<file path="src/rtl/fpu_issue_if.sv">
// fpu_issue_if: bundles the three buses around the FPU issue stage.
//   req_*  : decode -> issue request (op code, two IEEE-single operands, rd tag)
//   fpu_*  : issue -> combinational FPU operands/select, and FPU -> issue result
//   wb_*   : issue -> writeback record
//   busy, state_dbg : status and FSM state for observation
// Modports:
//   master : the issue stage (fpu_issue)
//   slave  : its environment (decode, FPU, writeback)
//
// Handshake rule for both req and wb: a transfer happens on a rising clock
// edge where valid && ready are both 1. The producer may present valid at any
// time. ready may depend combinationally on the consumer-side inputs of the
// same cycle (req_ready follows wb_ready while a record is pending). A record
// presented on wb_* stays frozen until it transfers.
interface fpu_issue_if;
  logic        req_valid;
  logic        req_ready;
  logic [3:0]  req_op;
  logic [31:0] req_src1;
  logic [31:0] req_src2;
  logic [4:0]  req_rd;

  logic [31:0] fpu_src1;
  logic [31:0] fpu_src2;
  logic [8:0]  fpu_op;
  logic [31:0] fpu_result;
  logic        fpu_ovf;

  logic        wb_valid;
  logic        wb_ready;
  logic [4:0]  wb_rd;
  logic [31:0] wb_data;
  logic        wb_ovf;
  logic        wb_is_int;
  logic        wb_illegal;

  logic        busy;
  logic [1:0]  state_dbg;

  modport master (
    input  req_valid, req_op, req_src1, req_src2, req_rd,
    input  fpu_result, fpu_ovf, wb_ready,
    output req_ready, fpu_src1, fpu_src2, fpu_op,
    output wb_valid, wb_rd, wb_data, wb_ovf, wb_is_int, wb_illegal,
    output busy, state_dbg
  );

  modport slave (
    output req_valid, req_op, req_src1, req_src2, req_rd,
    output fpu_result, fpu_ovf, wb_ready,
    input  req_ready, fpu_src1, fpu_src2, fpu_op,
    input  wb_valid, wb_rd, wb_data, wb_ovf, wb_is_int, wb_illegal,
    input  busy, state_dbg
  );
endinterface

</file>
<file path="src/rtl/fpu_issue.sv">
// fpu_issue: core-side initiator for a combinational FPU datapath.
// Takes one FP op from decode, holds operands and a one-hot select on the FPU
// for a per-class number of cycles (so the FPU can be timed as a multi-cycle
// path), captures result/ovf on the last of those cycles and offers a
// writeback record. flush aborts whatever is in flight.
// Ports:
//   clk   : clock
//   rst   : synchronous active-high reset (beats flush and handshakes)
//   flush : synchronous abort; suppresses a same-cycle request accept
//   bus   : fpu_issue_if.master (req_*, fpu_*, wb_*, busy, state_dbg)
module fpu_issue #(
  parameter int ADD_LAT  = 2,
  parameter int MUL_LAT  = 2,
  parameter int DIV_LAT  = 4,
  parameter int MISC_LAT = 1
) (
  input  logic       clk,
  input  logic       rst,
  input  logic       flush,
  fpu_issue_if.master bus
);

  localparam int MAX_AM  = (ADD_LAT > MUL_LAT) ? ADD_LAT : MUL_LAT;
  localparam int MAX_DM  = (DIV_LAT > MISC_LAT) ? DIV_LAT : MISC_LAT;
  localparam int MAX_LAT = (MAX_AM > MAX_DM) ? MAX_AM : MAX_DM;
  localparam int CW      = $clog2(MAX_LAT + 1);

  if (ADD_LAT < 1 || MUL_LAT < 1 || DIV_LAT < 1 || MISC_LAT < 1) begin : g_lat_check
    $error("fpu_issue: every latency parameter must be at least 1");
  end

  typedef enum logic [1:0] {
    IDLE = 2'd0,
    EXEC = 2'd1,
    WB   = 2'd2
  } state_t;

  state_t        state, state_nx;
  logic [CW-1:0] cnt;
  logic [31:0]   src1_q, src2_q, wb_data_q;
  logic [4:0]    rd_q;
  logic [3:0]    op_q;
  logic          wb_ovf_q, illegal_q;
  logic          req_ready, accept, req_legal, last_exec;

  function automatic logic [CW-1:0] class_lat(input logic [3:0] op);
    case (op)
      4'd0, 4'd1: class_lat = CW'(ADD_LAT);
      4'd2:       class_lat = CW'(MUL_LAT);
      4'd3:       class_lat = CW'(DIV_LAT);
      default:    class_lat = CW'(MISC_LAT);  // compares/sign-inject; illegal never enters EXEC
    endcase
  endfunction

  assign req_legal = (bus.req_op <= 4'd8);
  assign last_exec = (state == EXEC) && (cnt == CW'(1));

  always_ff @(posedge clk) begin
    if (rst) state <= IDLE;
    else     state <= state_nx;
  end

  always_comb begin
    state_nx  = state;
    req_ready = 1'b0;
    case (state)
      IDLE:    req_ready = 1'b1;
      WB:      req_ready = bus.wb_ready;  // a new op may enter as the record retires
      default: req_ready = 1'b0;
    endcase
    accept = bus.req_valid && req_ready && !flush;
    case (state)
      IDLE: if (accept) state_nx = req_legal ? EXEC : WB;
      EXEC: if (cnt == CW'(1)) state_nx = WB;
      WB: begin
        if (bus.wb_ready) begin
          if (accept) state_nx = req_legal ? EXEC : WB;
          else        state_nx = IDLE;
        end
      end
      default: state_nx = IDLE;
    endcase
    if (flush) state_nx = IDLE;
  end

  // Operand/record holding registers. An illegal op lands straight in WB with
  // a zero result, so the capture path is cleared at accept time.
  always_ff @(posedge clk) begin
    if (rst) begin
      src1_q    <= '0;
      src2_q    <= '0;
      rd_q      <= '0;
      op_q      <= '0;
      cnt       <= '0;
      wb_data_q <= '0;
      wb_ovf_q  <= 1'b0;
      illegal_q <= 1'b0;
    end else if (accept) begin
      src1_q    <= bus.req_src1;
      src2_q    <= bus.req_src2;
      rd_q      <= bus.req_rd;
      op_q      <= bus.req_op;
      cnt       <= class_lat(bus.req_op);
      wb_data_q <= '0;
      wb_ovf_q  <= 1'b0;
      illegal_q <= !req_legal;
    end else if (state == EXEC) begin
      cnt <= cnt - CW'(1);
      if (last_exec) begin
        wb_data_q <= bus.fpu_result;
        wb_ovf_q  <= bus.fpu_ovf;
      end
    end
  end

  assign bus.req_ready  = req_ready;
  assign bus.fpu_src1   = src1_q;
  assign bus.fpu_src2   = src2_q;
  assign bus.fpu_op     = (state == EXEC) ? (9'b1 << op_q) : 9'b0;
  // Record fields read as zero whenever no record is offered.
  assign bus.wb_valid   = (state == WB);
  assign bus.wb_rd      = (state == WB) ? rd_q : 5'd0;
  assign bus.wb_data    = (state == WB) ? wb_data_q : 32'd0;
  assign bus.wb_ovf     = (state == WB) && wb_ovf_q;
  assign bus.wb_is_int  = (state == WB) && (op_q >= 4'd6) && (op_q <= 4'd8);
  assign bus.wb_illegal = (state == WB) && illegal_q;
  assign bus.busy       = (state != IDLE);
  assign bus.state_dbg  = state;

endmodule
</file>
<file path="src/flat_wrapper.sv">
// flat-port wrapper written by rule: the top's interface ports become plain ports
module fpu_issue_flat 
#(
  parameter int ADD_LAT  = 2,
  parameter int MUL_LAT  = 2,
  parameter int DIV_LAT  = 4,
  parameter int MISC_LAT = 1
)
  (clk, rst, flush, bus_req_valid, bus_req_op, bus_req_src1, bus_req_src2, bus_req_rd, bus_fpu_result, bus_fpu_ovf, bus_wb_ready, bus_req_ready, bus_fpu_src1, bus_fpu_src2, bus_fpu_op, bus_wb_valid, bus_wb_rd, bus_wb_data, bus_wb_ovf, bus_wb_is_int, bus_wb_illegal, bus_busy, bus_state_dbg);
  fpu_issue_if bus_i ();
  input  logic clk;
  input  logic rst;
  input  logic flush;
  input wire logic [$bits(bus_i.req_valid)-1:0] bus_req_valid;
  input wire logic [$bits(bus_i.req_op)-1:0] bus_req_op;
  input wire logic [$bits(bus_i.req_src1)-1:0] bus_req_src1;
  input wire logic [$bits(bus_i.req_src2)-1:0] bus_req_src2;
  input wire logic [$bits(bus_i.req_rd)-1:0] bus_req_rd;
  input wire logic [$bits(bus_i.fpu_result)-1:0] bus_fpu_result;
  input wire logic [$bits(bus_i.fpu_ovf)-1:0] bus_fpu_ovf;
  input wire logic [$bits(bus_i.wb_ready)-1:0] bus_wb_ready;
  output wire logic [$bits(bus_i.req_ready)-1:0] bus_req_ready;
  output wire logic [$bits(bus_i.fpu_src1)-1:0] bus_fpu_src1;
  output wire logic [$bits(bus_i.fpu_src2)-1:0] bus_fpu_src2;
  output wire logic [$bits(bus_i.fpu_op)-1:0] bus_fpu_op;
  output wire logic [$bits(bus_i.wb_valid)-1:0] bus_wb_valid;
  output wire logic [$bits(bus_i.wb_rd)-1:0] bus_wb_rd;
  output wire logic [$bits(bus_i.wb_data)-1:0] bus_wb_data;
  output wire logic [$bits(bus_i.wb_ovf)-1:0] bus_wb_ovf;
  output wire logic [$bits(bus_i.wb_is_int)-1:0] bus_wb_is_int;
  output wire logic [$bits(bus_i.wb_illegal)-1:0] bus_wb_illegal;
  output wire logic [$bits(bus_i.busy)-1:0] bus_busy;
  output wire logic [$bits(bus_i.state_dbg)-1:0] bus_state_dbg;
  assign bus_i.req_valid = bus_req_valid;
  assign bus_i.req_op = bus_req_op;
  assign bus_i.req_src1 = bus_req_src1;
  assign bus_i.req_src2 = bus_req_src2;
  assign bus_i.req_rd = bus_req_rd;
  assign bus_i.fpu_result = bus_fpu_result;
  assign bus_i.fpu_ovf = bus_fpu_ovf;
  assign bus_i.wb_ready = bus_wb_ready;
  assign bus_req_ready = bus_i.req_ready;
  assign bus_fpu_src1 = bus_i.fpu_src1;
  assign bus_fpu_src2 = bus_i.fpu_src2;
  assign bus_fpu_op = bus_i.fpu_op;
  assign bus_wb_valid = bus_i.wb_valid;
  assign bus_wb_rd = bus_i.wb_rd;
  assign bus_wb_data = bus_i.wb_data;
  assign bus_wb_ovf = bus_i.wb_ovf;
  assign bus_wb_is_int = bus_i.wb_is_int;
  assign bus_wb_illegal = bus_i.wb_illegal;
  assign bus_busy = bus_i.busy;
  assign bus_state_dbg = bus_i.state_dbg;
  fpu_issue #(.ADD_LAT(ADD_LAT), .MUL_LAT(MUL_LAT), .DIV_LAT(DIV_LAT), .MISC_LAT(MISC_LAT)) u_core (.clk(clk), .rst(rst), .flush(flush), .bus(bus_i));
endmodule
</file>
<file path="config.mk">
export PLATFORM = sky130hd
export DESIGN_NAME = fpu_issue_flat
export DESIGN_NICKNAME = d
export VERILOG_FILES = /design/src/rtl/fpu_issue_if.sv /design/src/rtl/fpu_issue.sv /design/src/flat_wrapper.sv
export SDC_FILE = /design/constraint.sdc
export NUM_CORES = 1
export LEC_CHECK = 0
export ABC_AREA = 1
export BUFFER_PORTS_ARGS = -buffer_cell sky130_fd_sc_hd__buf_2
export CAP_MARGIN = 25
export CORE_MARGIN = 2
export CORE_UTILIZATION = 46
export CTS_CLUSTER_SIZE = 25
export DETAILED_ROUTE_END_ITERATION = 12
export PLACE_DENSITY = 0.78
export SYNTH_ARGS = -nofsm -noshare
export SYNTH_HDL_FRONTEND = slang
export SYNTH_SLANG_ARGS = --single-unit
</file>
<file path="constraint.sdc">
create_clock -name clk -period 2 [get_ports clk]
set_clock_uncertainty 0.2 [all_clocks]
set_input_delay 0.2 -clock clk [delete_from_list [all_inputs] [get_ports clk]]
set_output_delay 0.2 -clock clk [all_outputs]
set_load 0.1 [all_outputs]
</file>
==> results of run 1 <==
==> synth_stat cells <==
| cell type | count |
|---|---|
| sky130_fd_sc_hd__nor2_1 | 184 |
| sky130_fd_sc_hd__dfxtp_1 | 112 |
| sky130_fd_sc_hd__nand2_1 | 86 |
| sky130_fd_sc_hd__o21ai_0 | 55 |
| sky130_fd_sc_hd__inv_1 | 52 |
| sky130_fd_sc_hd__a21oi_1 | 50 |
| sky130_fd_sc_hd__o21ai_2 | 20 |
| sky130_fd_sc_hd__buf_2 | 16 |
| sky130_fd_sc_hd__clkbuf_1 | 13 |
| sky130_fd_sc_hd__nand3_1 | 7 |
| sky130_fd_sc_hd__inv_2 | 6 |
| sky130_fd_sc_hd__buf_6 | 5 |
| sky130_fd_sc_hd__o21ai_1 | 5 |
| sky130_fd_sc_hd__buf_4 | 3 |
| sky130_fd_sc_hd__ha_1 | 2 |
| sky130_fd_sc_hd__nand2_4 | 2 |
| sky130_fd_sc_hd__nor2_4 | 2 |
| sky130_fd_sc_hd__nor2_2 | 1 |
| sky130_fd_sc_hd__or2_2 | 1 |
| sky130_fd_sc_hd__xor2_1 | 1 |
==> registers in the layout, summed over array words and instances (netlist names) <==
name and cells:
u_core.bus.fpu_src1 32, u_core.bus.fpu_src2 32, u_core.bus.state_dbg 2, u_core.cnt 3, u_core.illegal_q 1, u_core.op_q 4
u_core.rd_q 5, u_core.wb_data_q 32, u_core.wb_ovf_q 1
==> power by group <==
group          switching, mW  internal (mW)
registers             0.0715           2.34
logic                   1.11          0.428
clock network          0.709          0.520
total                   1.89           3.29
==> area by class of cell <==
type | instances | area [um^2]
Timing Repair Buffer | 356 | 3226
Fill cell | 464 | 1363
Multi-Input combinational cell | 416 | 2285
Sequential cell | 112 | 2250
Inverter | 58 | 229.0
Clock buffer | 15 | 166.4
Tap cell | 133 | 166.4
==> per-layer routing <==
| metal | vias up | wire length (um) | GRT usage, % |
|---|---|---|---|
| met5 | - | 0 | 0 |
| met4 | 0 | 767 | 16.70 |
| met3 | 67 | 1620 | 9.677 |
| met2 | 302 | 9015 | 56.99 |
| met1 | 2570 | 6360 | 36.20 |
| li1 | 2591 | - | - |
==> worst register-to-register path, delay by kind of cell (launching register included) <==
kind                       cells  cell delay, ns
adders and majority gates      1            0.17
buffers and inverters          2            0.46
and+or+nand+nor                3            0.31
AOI/OAI and AO/OA              1            0.26
DFF                            1            0.34
==> through the flow <==
step / power [mW] / setup slack [ns]
3_3_place_gp: 3.726 / 0.3166
3_5_place_dp: 3.754 / 0.2721
4_1_cts: 5.120 / -0.01946
5_1_grt: 5.371 / -0.05624
2_1_floorplan: 3.464 / -0.03469
6_report: 5.182 / 0.03105
==> logic make-up after synthesis <==
logic type / Yosys count / synth area share, %
adder cells (fa/ha/maj): 2 / 0.5519
XOR/XNOR: 1 / 0.1932
AO/OA/AOI/OAI: 130 / 16.01
flip-flops: 112 / 49.46
buffers and inverters: 95 / 9.385
AND/OR/NAND/NOR: 283 / 24.40
==> path summary, 6_finish.rpt <==
check / from / to / slack, ns
min reg2reg: u_core.wb_data_q[25] / u_core.wb_data_q[25] / 0.27
max: u_core.bus.state_dbg[0] / bus_fpu_op[7] / 0.03
max reg2reg: u_core.cnt[1] / u_core.wb_data_q[5] / 0.16
min: bus_req_valid / u_core.bus.state_dbg[1] / 0.11
==> cell usage in the layout (no fill, tap or decap), drive strengths merged <==
master / count
buf: 247
a21oi: 50
dfxtp: 112
clkinvlp: 1
nand3: 7
o21ai: 80
xor2: 1
dlygate4sd3: 109
inv: 57
clkbuf: 15
nor2: 187
nand2: 88
ha: 2
or2: 1
==> timing repair <==
item                                   in CTS  in global routing
endpoints found under the hold margin     110                  0
pin swaps                                   1                  3
setup buffers                               3                  2
cloned                                      1                  0
setup endpoints to repair                  40                 27
gates resized for setup                     6                  8
hold buffers                              109                  0
==> summary by stage, run 1 <==
Logic synthesis
Counting every net in the synthesized netlist gives between 700 and 800. The cell area after synthesis is 0.004533 mm^2. Summing the sequential cell areas from Yosys gives about half of the chip area.

The average instance area after synthesis is between 7 and 8 um^2. Of all cell types, the one taking the most synthesized area is sky130_fd_sc_hd__dfxtp_1. The top cell type by area accounts for between 40% and 50% of the synthesized area. By area the synthesized netlist is led by sky130_fd_sc_hd__dfxtp_1 (49%), sky130_fd_sc_hd__nor2_1 (15%), sky130_fd_sc_hd__nand2_1 (7.1%), sky130_fd_sc_hd__o21ai_0 (6.1%), sky130_fd_sc_hd__a21oi_1 (5.5%). The number of cells produced by synthesis is about 620. Yosys printed 0 warnings. The number of distinct standard cells referenced by the synthesized netlist is 20. The register bit count reported by yosys is roughly 110.

Layout
The number of inserted diodes is 0. The final core area utilization is between 80% and 90%. Cells with a size suffix above 1 make up between 30% and 40% of the layout. After routing the design area is between 0.008 and 0.009 mm^2.

The net count of the finished layout is approximately 1.1k. After the flow finishes, the layout carries non-filler instances totaling roughly 1.1k. The synthesis-to-layout area growth is 83.58%.

Route
The routed wire length per instance is roughly 16 um. The antenna violation net count after detailed routing is 0. The detailed router finished its first iteration with 313 violations. The routed layout has approximately 5.5k vias.

The post-detailed-routing wire length is 17,760 um. The detail-routed via count per cell is between 5 and 6. The detailed-route DRC error count is 0. The first-pass iteration count of the detailed router is 5.

Global route
The total overflow left after global routing is 0. Global routing consumed, over all layers together, between 30% and 40% of the routing resources. The number of antenna violations at the first check in global routing is 0. The largest net degree at the start of global routing is 40. The number of global-route vias before repair is between 5k and 6k. The first global-routing pass estimated around 27,000 um of wire.

Critical path
The library cell contributing the largest single delay on the critical path is sky130_fd_sc_hd__dfxtp_4. The start-to-end type of the worst setup path is flip-flop to output pin. Among the stages of the critical path, the cell type that occurs most often is sky130_fd_sc_hd__nor2_4. The worst setup path is captured at an output pin.

The worst setup path is launched from a flip-flop. The critical path crosses 5 cells after its start point. In this design, the largest share of critical-path delay is due to simple AND/OR/NAND/NOR gates. At the worst endpoint, the arrival time is approximately 1.6 ns. The maximum net fanout on the critical path is 5.

Traced cell by cell, the critical path runs through inv_6 > nor2_4 > nand3_4 > nor2_4 > buf_12. The path depth of the worst reg2reg path is 7. The number of buffer and inverter instances along the worst setup path is 2. Data on the critical path is required at its endpoint by ~1.6 ns.

The delay of the slowest critical-path stage is between 0.3 and 0.4 ns.

Clock network
Clock-pin slew was measured on the worst setup and hold paths at around 0.090 ns. TritonCTS built the clock tree. The number of buffers added by the clock tree synthesis step is 9. The clock latency on the worst-skew pair is around 0.36 ns. The buffer cell driving the clock tree root is sky130_fd_sc_hd__clkbuf_8. The number of buffers on the longest clock path is 2. The H-tree was split into 3 levels. CTS saw 112 sinks.

Timing
After routing, the total negative slack on setup checks comes to 0 ns. The clock period could shrink to slightly below 2 ns. The worst hold slack across all endpoints is 0.1107 ns. The final-report max-slew violation count is 0. Static timing analysis puts the maximum clock frequency at about 0.5 GHz. The normalized max-slew margin is a little over three fifths. The final critical path takes up between 90% and 100% of the cycle. The number of failing hold endpoints at the final stage is 0. For the pin with the worst max-slew slack, the measured transition is 0.5567 ns. Setup violations remaining at the end of the flow were counted as 0. Setup repair after global routing could not meet its margin everywhere.

Placement
Including well taps, the total number of placed cells is 960. The global placement routability congestion is approximately 0.85. During placement, the flow inserted port buffers numbering approximately 230. After detailed placement, the total cell area comes to just under 0.007 mm^2. The HPWL after detailed placement is approximately 9800 um.

Floorplan
In this run the count of I/O pins placed on the die edge is ~230. The die covers approximately 0.011 mm^2. In this run the horizontal extent of the chip is a little over 100 um.

The area of the core region is a little under 0.01 mm^2. The die span in y is 103.3 um. The initial utilization of the core area, before any placement, comes to around 47%. The number of rows in the core area is 36.

Status
The run finished with clean final reports.

Pwr
Across the VDD grid, the largest voltage drop is between 500 and 600 uV. The static power due to leakage is 3.398 nW. The power per standard cell area is about 620 mW/mm^2.

Job
Max-cap violations in this run came to 0.

Min path
In this run the worst hold path is classified as input pin to flip-flop. The hold-critical path depth is 7.
(Power assumes the default switching activity.)
==> run 2: changes to the inputs <==
--- a/config.mk
+++ b/config.mk
@@ -9,10 +9,11 @@
 export BUFFER_PORTS_ARGS = -buffer_cell sky130_fd_sc_hd__buf_2
 export CAP_MARGIN = 25
 export CORE_MARGIN = 2
-export CORE_UTILIZATION = 46
+export CORE_UTILIZATION = 41
 export CTS_CLUSTER_SIZE = 25
 export DETAILED_ROUTE_END_ITERATION = 12
-export PLACE_DENSITY = 0.78
+export GPL_ROUTABILITY_DRIVEN = 0
+export PLACE_DENSITY = 0.73
 export SYNTH_ARGS = -nofsm -noshare
 export SYNTH_HDL_FRONTEND = slang
 export SYNTH_SLANG_ARGS = --single-unit
==> constraint.sdc (replaced) <==
create_clock -name clk -period 1.7 [get_ports clk]
set_clock_uncertainty 0.2 [all_clocks]
set_input_delay 0.17 -clock clk [delete_from_list [all_inputs] [get_ports clk]]
set_output_delay 0.17 -clock clk [all_outputs]
set_load 0.1 [all_outputs]
==> summary by stage, run 2 (synthesized netlist as in run 1, its figures left out) <==
Critical path
The endpoint identified for the worst register-to-register timing path is u_core.wb_data_q[21]. The data required time at the worst endpoint came to 1.33 ns (-0.27 ns). The start-to-end type of the worst setup path is flip-flop to output pin. The worst register-to-register path begins at u_core.bus.state_dbg[0]. The path depth of the worst reg2reg path is 9 (+2). The number of buffer and inverter instances along the worst setup path came to 3 (+1). Counting stages on the worst path, the most repeated cell is sky130_fd_sc_hd__buf_12. The critical path endpoint category is an output pin. The slack of the worst reg-to-reg path is -0.15 ns (-0.31 ns). The critical path goes through inv_4 > nand2_4 > buf_12 > a21oi_4 > buf_12. The maximum net fanout on the critical path is 10 (+5). The signal arrival time at the worst endpoint is 1.51 ns (-0.06 ns). The delay of the slowest critical-path stage is 0.37 ns (about the same). The slowest stage of the critical path belongs to the cell sky130_fd_sc_hd__dfxtp_4.

In this design, the largest share of critical-path delay is due to buffers and inverters. The total stage count of the critical path is 5 (unchanged). The startpoint of the most critical setup path is u_core.bus.state_dbg[0].

STA classifies the critical path startpoint as a flip-flop.

Timing
The final-report max-slew violation count came to 0 (unchanged). The final worst-path setup slack is -0.1777 ns (-0.2088 ns). In the finished design, the share of the clock period the worst path needs comes to 110.5%. The slew at the pin closest to its max-slew limit is 0.5051 ns (-0.05166 ns). Setup repair after global routing could not meet its margin everywhere. The number of failing hold endpoints at the final stage is 0 (unchanged).

The normalized max-slew margin was 66.56% (+3.4 points). Static timing analysis puts the maximum clock frequency at 0.5326 GHz. The count of final setup violators is 82 (+82).

The worst hold slack across all endpoints was 0.1186 ns (+0.007865 ns). The shortest period the worst path allows is ~1.9 ns.

Clock network
The number of buffers added by the clock tree synthesis step is 9 (unchanged). The buffer cell driving the clock tree root is sky130_fd_sc_hd__clkbuf_8. The CTS tree is built. The number of buffers on the longest clock path is 2 (unchanged). The clock net sink count came to 112 (unchanged). The number of levels the H-tree was split into is 3 (unchanged). The clock transition at the register clock pins on the worst setup and hold paths after CTS was 0.11 ns (+0.02 ns).

The clock latency on the worst-skew pair is 0.36 ns (about the same).

Layout
The synthesis-to-layout area growth is 93.04%. The share of cells above drive strength 1 was 40.89% (+4.7 points). The net total in the final layout is 1,075 (+0.84%).

The final core area utilization is 81.08% (-4.8 points). The count of non-filler cells in the finished layout is 1,106 (+1.5%). In the layout the commonest cells are sky130_fd_sc_hd__buf_2 (174), sky130_fd_sc_hd__nor2_1 (134), sky130_fd_sc_hd__dfxtp_1 (110).

The most common cell after layout, fill and taps aside is sky130_fd_sc_hd__buf_2. The number of inserted diodes is 0 (unchanged).

Route
The routed wire length per instance was 15.24 um (-6.5%). The DRC violation total after the first TritonRoute iteration is 317 (+1.3%). The detailed-route DRC error count was 0 (unchanged). The first-pass iteration count of the detailed router came to 5 (unchanged). The antenna violation net count after detailed routing is 0 (unchanged). The detail-routed via count per cell is 4.892 (-3.6%). The via count of the routed design is 5,410 (-2.2%). The post-detailed-routing wire length came to 16,850 um (-5.1%).

Global route
The global-route usage over all layers is 26.17% (-6.5 points). The number of antenna violations at the first check in global routing is 0 (unchanged). The global-route wire length before repair is 24,540 um (-8.4%). The largest net degree at the start of global routing was 45 (+13%).

The total congestion overflow is 0 (unchanged). The number of global-route vias before repair came to 5,222 (-4.3%).

Floorplan
The area enclosed by the die boundary came to 0.01191 mm^2 (+12%). The die span in y is 109.2 um (+5.7%). The number of primary I/O pins is 229 (unchanged).

The effective utilization at floorplan is 42.00% (-4.8 points). The area of the core region is 0.01079 mm^2 (+11%). The number of rows in the core area came to 38 (+5.6%).

The die width is 109.2 um (+5.7%).

Placement
The placed cell count is 969 (+0.94%). The placed wire-length estimate is 9218 um (-5.5%). The worst slack at placement was 0.03922 ns (-0.2329 ns). The total of buffers placed on input and output ports is 228 (unchanged).

Pwr
The power after layout was 6.170 mW (+19%). The power per standard cell area is 705.0 mW/mm^2 (+13%). The maximum vdd ir drop is 790.6 uV (+34%). The static power due to leakage is 3.534 nW (+4.0%).

Min path
The capture endpoint of the worst hold path is u_core.bus.state_dbg[1]. The hold-critical path depth was 7 (unchanged). The hold path startpoint is bus_req_valid. In this run the worst hold path is classified as input pin to flip-flop.

Job
The max-capacitance violation count is 0 (unchanged).

Status
The checks that failed: negative setup slack. The run finished, with violations left.
[run 2: cell count changes in the layout (fill, tap and decap cells not counted), moves of 9 or more]
| cell | delta |
|---|---|
| sky130_fd_sc_hd__nand2_1 | -18 |
| sky130_fd_sc_hd__nand2_2 | +18 |
| sky130_fd_sc_hd__a21oi_1 | -16 |
| sky130_fd_sc_hd__a21oi_2 | +15 |
| sky130_fd_sc_hd__o21ai_0 | -9 |
| sky130_fd_sc_hd__o21ai_1 | +9 |
[run 2: area by class of cell]
type,count,area (um^2)
clock buffers,9,123.9
clock inverters,6,45.04
fillers,637,2042
inverters,58,254.0
multi-input cells,416,2407
flip-flops and latches,112,2250
well taps,140,175.2
repair buffers,365,3496
[run 2: metal layers]
metal	up-vias	wire [um]	GRT usage (%)
li1	2611	-	-
met5	-	0	0
met4	0	383	8.242
met1	2504	6464	30.53
met2	257	8667	45.96
met3	38	1337	7.711
[run 2: report_power, final]
part           switching (mW)  internal, mW
registers              0.0735          2.75
logic                    1.32         0.546
clock network           0.938         0.539
total                    2.33          3.84
[run 2: worst max-delay path by stage]
stage	to	slack [ns]
detailed placement	u_core.wb_data_q[30]	0.04
global route	bus_fpu_op[7]	-0.26
CTS	bus_fpu_op[4]	-0.20
finish	bus_wb_is_int	-0.18
global placement	u_core.wb_data_q[9]	0.08
floorplan	u_core.bus.fpu_src1[22]	-0.19
[run 2: worst reg2reg max path, delay by kind of cell (launching register included)]
kind	cells	cell delay [ns]
and+or+nand+nor	3	0.52
AOI/OAI and AO/OA	1	0.12
buffers and inverters	5	0.57
DFF	1	0.38
[run 2: stage by stage]
step                area, um^2  setup TNS [ns]
finish                    8751          -9.087
global route              8751          -15.41
global placement          7057               0
CTS                       8368          -6.709
floorplan                 5014          -26.06
detailed placement        7057               0
[run 2: repair_timing]
action	in CTS	in global routing
pin swaps	6	31
cloned	0	8
hold buffers	109	0
setup buffers	3	2
resized for setup	8	67
hold endpoints to repair	112	0
setup endpoints to repair	50	121
==> run 3: changes to the inputs <==
--- a/config.mk
+++ b/config.mk
@@ -8,12 +8,12 @@
 export ABC_AREA = 1
 export BUFFER_PORTS_ARGS = -buffer_cell sky130_fd_sc_hd__buf_2
 export CAP_MARGIN = 25
-export CORE_MARGIN = 2
 export CORE_UTILIZATION = 41
 export CTS_CLUSTER_SIZE = 25
 export DETAILED_ROUTE_END_ITERATION = 12
 export GPL_ROUTABILITY_DRIVEN = 0
-export PLACE_DENSITY = 0.73
+export PLACE_DENSITY = 0.83
+export SKIP_CTS_REPAIR_TIMING = 1
 export SYNTH_ARGS = -nofsm -noshare
 export SYNTH_HDL_FRONTEND = slang
 export SYNTH_SLANG_ARGS = --single-unit
==> summary by stage, run 3 (synthesized netlist as in run 1, its figures left out) <==
Status
The flow ran to the end, but the final reports show violations. The final reports fail on negative setup slack.

Layout
In the layout the commonest cells are sky130_fd_sc_hd__buf_2 (175), sky130_fd_sc_hd__nor2_1 (135), sky130_fd_sc_hd__dfxtp_1 (110). The number of inserted diodes came to 0 (unchanged). The count of non-filler cells in the finished layout was 1,103 (-0.27%).

The net total in the final layout was 1,071 (-0.37%). From synthesis to final layout, the design area changed by 88.27%. The share of cells above drive strength 1 is 37.49% (-3.4 points). The library cell used most frequently in the layout, excluding fill and tap cells, is sky130_fd_sc_hd__buf_2.

Clock network
The clock latency on the worst-skew pair is 0.37 ns (about the same). The number of buffers added by the clock tree synthesis step is 9 (unchanged). The number of levels the H-tree was split into came to 3 (unchanged). The CTS tree is built. The clock transition at the register clock pins on the worst setup and hold paths after CTS is 0.11 ns (about the same).

CTS placed an instance of sky130_fd_sc_hd__clkbuf_8 at the clock tree root. The clock net sink count is 112 (unchanged). The number of buffers on the longest clock path is 2 (unchanged).

Critical path
The total stage count of the critical path was 5 (unchanged). The signal arrival time at the worst endpoint is 1.53 ns (+0.02 ns). STA classifies the critical path endpoint as an output pin.

Traced cell by cell, the critical path runs through buf_6 > nand2_4 > buf_12 > clkinvlp_4 > buf_12. The number of buffer and inverter instances along the worst setup path is 4 (+1). Among the stages of the critical path, the cell type that occurs most often is sky130_fd_sc_hd__buf_12. The delay of the slowest critical-path stage is 0.38 ns (about the same). The maximum net fanout on the critical path came to 14 (+4).

The data required time at the worst endpoint came to 1.33 ns (about the same). For this design, the slowest cell found on the critical path is sky130_fd_sc_hd__dfxtp_4. STA classifies the critical path startpoint as a flip-flop. The start-to-end type of the worst setup path is flip-flop to output pin. The kind of cell with the highest combined delay along the critical path is buffers and inverters. The path depth of the worst reg2reg path is 8 (-1).

Job
The max-capacitance violation count is 0 (unchanged).

Timing
The setup TNS after final layout is -7.764 ns (+1.322 ns). The count of final setup violators was 73 (-11%). Setup repair after global routing could not meet its margin everywhere.

The final worst-path setup slack is -0.2002 ns (-0.02252 ns). The normalized max-slew margin is 65.70% (-0.86 points). The slew at the pin closest to its max-slew limit is 0.5180 ns (+0.01298 ns).

The maximum clock frequency is 0.5263 GHz (-1.2%). The final-report max-slew violation count is 0 (unchanged). The number of failing hold endpoints at the final stage is 0 (unchanged). The shortest period the worst path allows is 1.900 ns (+0.02252 ns).

The post-route fraction of the period consumed by the critical path is 111.8% (+1.3 points).

Min path
The class of the tightest hold or removal check is input pin to flip-flop. The hold-critical path depth was 7 (unchanged).

Pwr
The static power due to leakage is 3.459 nW (-2.1%). The maximum vdd ir drop is 686.3 uV (-13%). The power after layout came to 6.310 mW (+2.3%). The power per standard cell area is 739.3 mW/mm^2 (+4.9%).

Floorplan
The number of rows in the core area is 38 (unchanged). The effective utilization at floorplan is 42.00% (unchanged). The area of the core region came to 0.01079 mm^2 (unchanged). The number of primary I/O pins is 229 (unchanged). The die width is 107.2 um (-1.8%).

The area enclosed by the die boundary was 0.01148 mm^2 (-3.6%). The die span in y is 107.2 um (-1.8%).

Route
The post-detailed-routing wire length was 17,180 um (+1.9%). The routed wire length per instance is 15.57 um (+2.2%). The first-pass iteration count of the detailed router came to 5 (unchanged). The detail-routed via count per cell is 4.956 (+1.3%). The antenna violation net count after detailed routing is 0 (unchanged). The DRC violation total after the first TritonRoute iteration was 418 (+32%). The detailed-route DRC error count is 0 (unchanged).

The via count of the routed design was 5,466 (+1.0%).

Global route
The number of global-route vias before repair is 4,402 (-16%). The global-route wire length before repair is 19,890 um (-19%). The number of antenna violations at the first check in global routing is 0 (unchanged). The global-route usage over all layers was 21.82% (-4.4 points).

The total congestion overflow was 0 (unchanged). The largest net degree at the start of global routing is 38 (-16%).

Placement
The placed cell count is 971 (+0.21%). The worst slack at placement was -0.009875 ns (-0.04909 ns). The placed wire-length estimate is 9385 um (+1.8%). The total of buffers placed on input and output ports is 228 (unchanged).
==> run 3: cell types whose count changed in the layout (fill, tap and decap cells not counted), sizes merged <==
cell,delta
inv,+2
clkinv,-5
clkinvlp,+3
clkbuf,-4
bufinv,+1
==> run 3: through the flow <==
step	instance area, um^2	util [%]	hold WS, ns
3_5_place_dp	7072	65.52	0.1984
2_1_floorplan	5014	-	0.03907
4_1_cts	7272	67.38	-0.2177
3_3_place_gp	7072	65.52	0.1971
6_report	8534	79.07	0.07512
5_1_grt	8534	79.07	0.1126
==> run 3: routing by layer <==
metal | up-vias | track usage (%) | part of all wire [%]
met5 | - | 0 | 0
met4 | 0 | 9.883 | 3.0
met3 | 51 | 6.322 | 8.4
met2 | 300 | 37.33 | 51
met1 | 2516 | 25.10 | 38
li1 | 2599 | - | -
==> run 3: layout make-up <==
class                   instances  area, um^2
clock buffers                   9       123.9
clock inverters                 7       76.32
fillers                       637        2258
inverters                      58       241.5
multi-input cells             416        2297
flip-flops and latches        112        2250
well taps                     140       175.2
repair buffers                361        3371
==> run 3: report_power, final <==
part	internal (mW)	total, mW	switching (mW)
combinational	0.525	1.84	1.32
sequential	2.75	2.84	0.0817
clock	0.693	1.63	0.938
total	3.97	6.31	2.34
==> run 3: final timing paths <==
kind | startpoint | endpoint | slack [ns]
min reg2reg | u_core.wb_data_q[5] | u_core.wb_data_q[5] | 0.27
min | bus_req_valid | u_core.bus.state_dbg[1] | 0.08
max reg2reg | u_core.bus.state_dbg[0] | u_core.op_q[3] | -0.09
max | u_core.bus.state_dbg[1] | bus_wb_valid | -0.20
==> run 3: worst register-to-register path, cell delays in order, from the launching register on <==
cell and delay, ns:
sky130_fd_sc_hd__dfxtp_4 0.37, sky130_fd_sc_hd__buf_4 0.14, sky130_fd_sc_hd__nor2_2 0.17, sky130_fd_sc_hd__inv_6 0.07, sky130_fd_sc_hd__nand2_8 0.07, sky130_fd_sc_hd__nand2_4 0.09
sky130_fd_sc_hd__buf_6 0.21, sky130_fd_sc_hd__o21ai_0 0.28, sky130_fd_sc_hd__a21oi_1 0.09
